## src/rtl/bloom_filter_bram_ctrl.sv

```systemverilog
// Bloom bitmap controller: query/insert/clear of a 2048-bit bitmap held in a 64x32 BRAM.
// Optional BLOOM_FILL_COUNT_EN adds a fill_count port tracking the number of set bits.
module bloom_filter_bram_ctrl (
  input  logic        clk,
  input  logic        rst,
  input  logic        cmd_valid,
  output logic        cmd_ready,
  input  logic [1:0]  cmd_op,
  input  logic [10:0] hash_0,
  input  logic [10:0] hash_1,
  input  logic [10:0] hash_2,
  input  logic [10:0] hash_3,
  input  logic [10:0] hash_4,
  input  logic [10:0] hash_5,
  input  logic [10:0] hash_6,
  output logic        rsp_valid,
  input  logic        rsp_ready,
  output logic        rsp_hit
`ifdef BLOOM_FILL_COUNT_EN
  ,
  output logic [11:0] fill_count
`endif
);

  localparam int unsigned K     = 7;
  localparam int unsigned IdxW  = 11;
  localparam int unsigned Words = 64;

  typedef enum logic [2:0] {StIdle, StRd, StEval, StClr, StResp} state_e;

  state_e           state_q, state_d;
  logic             ins_q, ins_d;
  logic [IdxW-1:0]  hash_q [K];
  logic [IdxW-1:0]  hash_d [K];
  logic [IdxW-1:0]  hash_in [K];
  logic [2:0]       k_q, k_d;
  logic [5:0]       n_q, n_d;
  logic             hit_q, hit_d;
  logic [IdxW-1:0]  cur_idx;

  logic [31:0]      mem [Words];
  logic [31:0]      rd_data;
  logic             mem_re, mem_we;
  logic [5:0]       mem_raddr, mem_waddr;
  logic [31:0]      mem_wdata;

  assign hash_in[0] = hash_0;
  assign hash_in[1] = hash_1;
  assign hash_in[2] = hash_2;
  assign hash_in[3] = hash_3;
  assign hash_in[4] = hash_4;
  assign hash_in[5] = hash_5;
  assign hash_in[6] = hash_6;

  assign cur_idx = hash_q[k_q];

  // Bitmap RAM is intentionally not reset; a clear command initialises it.
  always_ff @(posedge clk) begin
    if (mem_we) begin
      mem[mem_waddr] <= mem_wdata;
    end
    if (mem_re) begin
      rd_data <= mem[mem_raddr];
    end
  end

  always_ff @(posedge clk) begin
    if (rst) begin
      state_q <= StIdle;
      ins_q   <= 1'b0;
      k_q     <= '0;
      n_q     <= '0;
      hit_q   <= 1'b0;
      for (int i = 0; i < K; i++) begin
        hash_q[i] <= '0;
      end
    end else begin
      state_q <= state_d;
      ins_q   <= ins_d;
      k_q     <= k_d;
      n_q     <= n_d;
      hit_q   <= hit_d;
      hash_q  <= hash_d;
    end
  end

  always_comb begin
    state_d   = state_q;
    ins_d     = ins_q;
    hash_d    = hash_q;
    k_d       = k_q;
    n_d       = n_q;
    hit_d     = hit_q;
    cmd_ready = 1'b0;
    rsp_valid = 1'b0;
    mem_re    = 1'b0;
    mem_we    = 1'b0;
    mem_raddr = cur_idx[10:5];
    mem_waddr = cur_idx[10:5];
    mem_wdata = rd_data | (32'd1 << cur_idx[4:0]);

    unique case (state_q)
      StIdle: begin
        cmd_ready = ~rst;
        if (cmd_valid) begin
          ins_d   = (cmd_op == 2'b01);
          hash_d  = hash_in;
          k_d     = '0;
          n_d     = '0;
          hit_d   = 1'b1;
          state_d = (cmd_op == 2'b10) ? StClr : StRd;
        end
      end
      StRd: begin
        mem_re  = 1'b1;
        state_d = StEval;
      end
      StEval: begin
        // Write-back lands before the next RD, so same-word indices see updated data.
        hit_d  = hit_q & rd_data[cur_idx[4:0]];
        mem_we = ins_q;
        if (k_q == 3'(K - 1)) begin
          state_d = StResp;
        end else begin
          k_d     = 3'(k_q + 3'd1);
          state_d = StRd;
        end
      end
      StClr: begin
        mem_we    = 1'b1;
        mem_waddr = n_q;
        mem_wdata = '0;
        n_d       = 6'(n_q + 6'd1);
        if (n_q == 6'(Words - 1)) begin
          hit_d   = 1'b0;
          state_d = StResp;
        end
      end
      StResp: begin
        rsp_valid = ~rst;
        if (rsp_ready) begin
          state_d = StIdle;
        end
      end
      default: state_d = StIdle;
    endcase
  end

  assign rsp_hit = rsp_valid & hit_q;

`ifdef BLOOM_FILL_COUNT_EN
  logic [11:0] fill_q;

  always_ff @(posedge clk) begin
    if (rst) begin
      fill_q <= '0;
    end else if (state_q == StClr && n_q == 6'(Words - 1)) begin
      fill_q <= '0;
    end else if (state_q == StEval && ins_q && !rd_data[cur_idx[4:0]]) begin
      fill_q <= 12'(fill_q + 12'd1);
    end
  end

  assign fill_count = fill_q;
`endif

endmodule

```

## config.mk

```make
export PLATFORM = sky130hd
export DESIGN_NAME = bloom_filter_bram_ctrl
export DESIGN_NICKNAME = d
export VERILOG_FILES = /design/src/rtl/bloom_filter_bram_ctrl.sv
export SDC_FILE = /design/constraint.sdc
export NUM_CORES = 2
export LEC_CHECK = 0
export BUFFER_PORTS_ARGS = -buffer_cell sky130_fd_sc_hd__clkbuf_2
export CAP_MARGIN = 20
export CORE_ASPECT_RATIO = 1.5
export CORE_UTILIZATION = 45
export CTS_CLUSTER_DIAMETER = 40
export CTS_CLUSTER_SIZE = 30
export DETAILED_ROUTE_END_ITERATION = 12
export HOLD_SLACK_MARGIN = 0.08
export PLACE_DENSITY = 0.73
export SYNTH_ARGS = -nofsm -noshare
export SYNTH_HDL_FRONTEND = slang
export SYNTH_SLANG_ARGS = --single-unit
```

## constraint.sdc

```tcl
create_clock -name clk -period 3.8 [get_ports clk]
set_input_delay 0.38 -clock clk [delete_from_list [all_inputs] [get_ports clk]]
set_output_delay 0.38 -clock clk [all_outputs]
set_load 0.05 [all_outputs]
```

# After elaboration in Yosys (flattened, before gate mapping)
# Memory sizes are Yosys's and may differ from the RTL's. A register that Yosys moved wholly into a read port is not among the register bits.
# Index checks and enable logic that the tools add are counted.
# totals
out_inout_bits	3
input_bits	83
ramBits	2048
regBits	91
elab_cells	71
n_memories	1
# classes
shift	1
n_bitwise	5
n_eq_ne	12
n_lt_le_gt_ge	2
muxes	27
addsub	2
n_reduce_logical	9
# mem_list
memory	depth	width	rd	rd_ports_with_merged_regs	write_ports	line_no	rtl
mem	64	32	1	1	1	41	logic [31:0] mem [Words];
# ops
op	n
11-bit binary-select mux with 3-bit select	1
32-bit two-way mux	1
32-bit OR	1
1-bit by 5-bit << shifter with 32-bit output (first input constant)	1
11-bit two-way mux	2
3-bit two-way mux	6
3-bit one-hot mux with 5 select lines	1
6-bit two-way mux	2
6-bit one-hot mux with 2 select lines	1
3-bit AND reduction	3
1-bit two-way mux	8
2-bit != test (second input constant)	4
6-bit by 1-bit adder with 6-bit output (second input constant)	1
3-bit by 2-bit equality test with 1-bit output (second input constant)	2
3-bit equality test (second input constant)	2
6-bit equality test (second input constant)	1
5-bit by 6-bit < comparator with 1-bit output (second input constant)	1
3-bit one-hot mux with 2 select lines	1
1-bit binary-select mux with 5-bit select	1
4-bit >= comparator (second input constant)	1
3-bit inverter with 4-bit output	1
2-bit AND reduction	2
2-bit nonzero test	2
3-bit by 1-bit adder with 3-bit output (second input constant)	1
other kinds (10)	11

# Longest topological paths before layout
# logic_depth
depth_word	8
ltp_mapped	14

# Worst setup path after synthesis
# OpenSTA, ideal clock, no wires.
# synth_path
path_type	register -> register
start	register k_q[1]
end	memory mem[0][28] (data pin)
path_buffers	5
t_required_ps	3301
setup_ps	499
path_stages_with_launch	12
arrival_ps	3697
setup_slack_ps	-396
cell_sequence	dfxtp_1 -> buf_4 -> buf_4 -> buf_4 -> mux2i_1 -> o21ai_0 -> mux2i_1 -> clkbuf_1 -> and2_1 -> clkbuf_1 -> a21oi_1 -> nor2_1
# synth_between
elab_chain_len	7
# synth_rtl
element	line_no	rtl
from (decl)	36	logic [2:0] k_q, k_d;
from (signal assigned)	80	k_q <= k_d;
3-bit inverter with 4-bit output (not written as such)	55	assign cur_idx = hash_q[k_q];
11-bit binary-select mux with 3-bit select	55	
11-bit two-way mux (not written as such) (2 in a row)	55	
1-bit by 5-bit << shifter with 32-bit output	100	mem_wdata = rd_data | (32'd1 << cur_idx[4:0]);
32-bit OR	100	
32-bit two-way mux	102	unique case (state_q)
via mem_wdata[28]	45	logic [31:0] mem_wdata;
to (decl)	41	
# The timed path passes the listed nets, and every way through them passes these cells. The select of a mux whose other input is x is not followed.

# Worst setup path after layout
# layout_path
start	register k_q[0]
end	register rd_data[26], read port of mem (data pin)
# layout_between
elab_chain_len	4
# layout_rtl
element	line_no	rtl
3-bit inverter with 4-bit output (not written as such)	55	
11-bit binary-select mux with 3-bit select	55	
11-bit two-way mux (not written as such) (2 in a row)	55	
to (decl)	42	logic [31:0] rd_data;
# No other way between the ends. The select of a mux whose other input is x is not followed.
# A chain may end at the register's enable or synchronous reset.

==> flow_summary.ini <==
[run_status]
status = finished clean

[logic_synthesis]
synth.net_count = 5409
netlist.top_cell.by_area = edfxtp_1
synth_area_leaders = edfxtp_1 (74%), mux4_2 (7.2%), nand2_1 (5.7%), nand3_1 (3.1%), dfxtp_1 (2.2%)
synth_edf_count = 2080
yosysTopAreaCellShare_pct = 74.4
synthFlopType = edfxtp_1
ys_types = 52
netlist_instances = 5323
yosysWarnings = 0
synthTopCellsByCount = edfxtp_1 (2080), nand2_1 (1271), nand3_1 (516), mux4_2 (267), clkbuf_1 (156)
avgSynthCellArea_sq_um = 15.8
synth-seq-cells = 2171
netlist_area_sq_um = 84000
synth.most_common_cell = edfxtp_1
async_flop_share_pct = 0
ys_seq_area_share_pct = 76.6

[global_route]
grt_max_degree = 88
antenna_found_initial = 22
track_usage_pct = 25.6
grt_pass1_vias = 50000
grt_pass1_wl_mm = 348
gr-total-overflow = 0

[die]
fp-row-count = 193
coreArea_sq_um = 185000
ios = 86
die_h_um = 531
initial_core_util_pct = 45.5
design.die.area_sq_um = 188000
die_x_um = 355

[min_path]
hold_end = hash_q[72]$_SDFFE_PP0P_
holdCritStartpoint = hash_0[6]
hold_class = primary input to flop
hold_depth = 4

[routing]
via_per_inst = 6.14
drtIter0Drc = 7316
drc = 0
num_vias = 50900
wl_per_cell_um = 29.4
drt_pass1_iterations = 6
ant_nets = 0
totalWireLength_mm = 244

[layout]
final_core_util_pct = 52.9
area_delta_synth_final_pct = 16.4
fin_cells = 8279
final_cell_area_sq_um = 97700
drive_above_1_share_pct = 19.8
final_nets = 5803

[placed_design]
port_buffers = 85
dpl.hpwl_mm = 147
place_area_sq_um = 91600
gp_congestion = 0.998
place_inst = 7920
pre_cts_ws_ns = -0.185

[critical_path]
arrival_ns = 4.31
crit_start = k_q[0]$_SDFFE_PP0P_
reg2reg_setup_slack_ns = 0.05
rr_startpoint = k_q[0]$_SDFFE_PP0P_
critPathRequiredTime_ns = 4.36
reg2regPathDepth = 10
critPathKind = flop to flop
cp_max_fo = 26
r2r_end = rd_data[26]$_DFFE_PN_
start_kind = flop
critPathCaptureType = flop

[power_and_ir_drop]
switchingPower_uw = 15100
switching_share_pct = 27.8
p_int_uw = 39100
power_density_nw_per_um2 = 554
comb_power_share_pct = 16.5
peakVddDrop_mv = 0.412
p_clk_share_pct = 31.4
p_total_uw = 54200
seq_power_share_pct = 52.1
p_leak_uw = 0.0316

[timing]
min_period_ns = 3.75
skew_ns = 0.0453
hold_viol_final = 0
slew_violations = 0
max-slew-margin-rel_pct = 21.6
max_freq_mhz = 267
worst_slew_pin_slew_ns = 1.17
fin_ws_ns = 0.0504
fin_crit_sh_pct = 98.7
setup_viol = 0

[cts]
clock_sinks = 2171
cts_tree = yes
clockRootBuffer = clkbuf_16
cts_inserted_buffers = 144
clk_pin_slew_worst_paths_ns = 0.09
cts_setup_buffers = 0
clk_latency_ns = 0.82
clockBufferDepth = 4
ctsHtreeMaxLevel = 4

[job]
drv_cap = 0
## cell type report
type | instances | area (sq um)
Inverter | 10 | 37.5
Tap cell | 2437 | 3050
Sequential cell | 2171 | 64300
Clock buffer | 149 | 3690
Clock inverter | 102 | 1400
Timing Repair Buffer | 567 | 6120
Multi-Input combinational cell | 2823 | 19100
Antenna cell | 20 | 50.0
Fill cell | 13900 | 87000
## placed cells by master, fill, tap and decap left out, types with 7 or more instances in the layout
cell           instances
mux2i_1               22
nor2_1                44
mux2_2                 8
clkbuf_2              85
buf_12               147
bufinv_16              9
a22oi_1              129
inv_6                 13
mux4_2               267
edfxtp_1            2080
nor2_4               104
dfxtp_1               91
buf_4                249
nand3_1              516
nand4_1              128
inv_12                10
inv_1                 10
nor3_1                10
a21oi_1              125
nand2_1             1271
dlygate4sd3_1         84
clkbuf_16            147
o22ai_1               52
or4_1                 33
o22ai_2               13
clkinvlp_4            11
clkinv_4               8
diode_2               20
nand2b_1               7
inv_8                 16
clkinv_8              18
a31oi_1                8
## worst max-delay path by stage
stage          cells after the start                    end
4_1_cts                           12  rd_data[23]$_DFFE_PN_
3_5_place_dp                      12   rd_data[4]$_DFFE_PN_
6_report                          10  rd_data[26]$_DFFE_PN_
3_3_place_gp                      12   rd_data[4]$_DFFE_PN_
5_1_grt                           11  rd_data[21]$_DFFE_PN_
2_1_floorplan                     13   mem[15][0]$_DFFE_PP_
## logic make-up (layout without fill, tap and decap cells)
| family | count (synthesis) | count (layout) | synth area share, % |
|---|---|---|---|
| flops | 2171 | 2171 | 76.6 |
| simple gates | 2144 | 2145 | 11.0 |
| compound gates | 374 | 374 | 2.86 |
| buf+inv | 330 | 828 | 1.93 |
| mux | 299 | 299 | 7.57 |
| fa+ha+maj | 3 | 3 | 0.0447 |
| xor+xnor | 2 | 2 | 0.0209 |
| other cells | 0 | 20 | 0 |
## flip-flops by register name (all words and copies together), names as in the netlist
| signal | count |
|---|---|
| mem | 2048 |
| hit_q | 1 |
| k_q | 3 |
| n_q | 6 |
| hash_q | 77 |
| state_q | 3 |
| ins_q | 1 |
| rd_data | 32 |
## critical path, cell delays in order (launching register included)
cell and delay [ns]:
dfxtp_1 0.40, buf_6 0.23, mux4_2 0.58, mux2_8 0.44
a21oi_4 0.23, buf_12 0.24, buf_12 0.24, nand3_1 0.10
nand4_1 0.12, o22ai_1 0.29, or4_1 0.58
## per-layer routing
| layer | GRT usage (%) | wire length, um |
|---|---|---|
| met1 | 28.8 | 77300 |
| met2 | 43.6 | 120000 |
| met3 | 4.09 | 23800 |
| met4 | 19.9 | 22400 |
| met5 | 0 | 98 |
## power groups by stage
stage	logic, uW	clock network, uW	registers (uW)
after floorplan	4560	0	28700
after CTS	8720	17100	28200
after global routing	9290	17900	28200
after detailed placement	8600	0	28700
after global placement	8390	0	28700
final	8950	17000	28200
## what timing repair did
item                       4_1_cts  5_1_grt
hold endpoints to repair        89        0
hold buffers                    84        0
gates cloned                     0        1
resized for setup                7       11
setup endpoints to repair       12       41
pin swaps                        0        1
## through the flow
stage | hold slack, ns | TNS (ns)
finish | 0.366 | 0
global route | 0.364 | -0.00885
CTS | 0.320 | 0
detailed placement | 0.449 | -0.615
global placement | 0.438 | -0.290
floorplan | 0.427 | -1063.06
(Power assumes the default switching activity.)
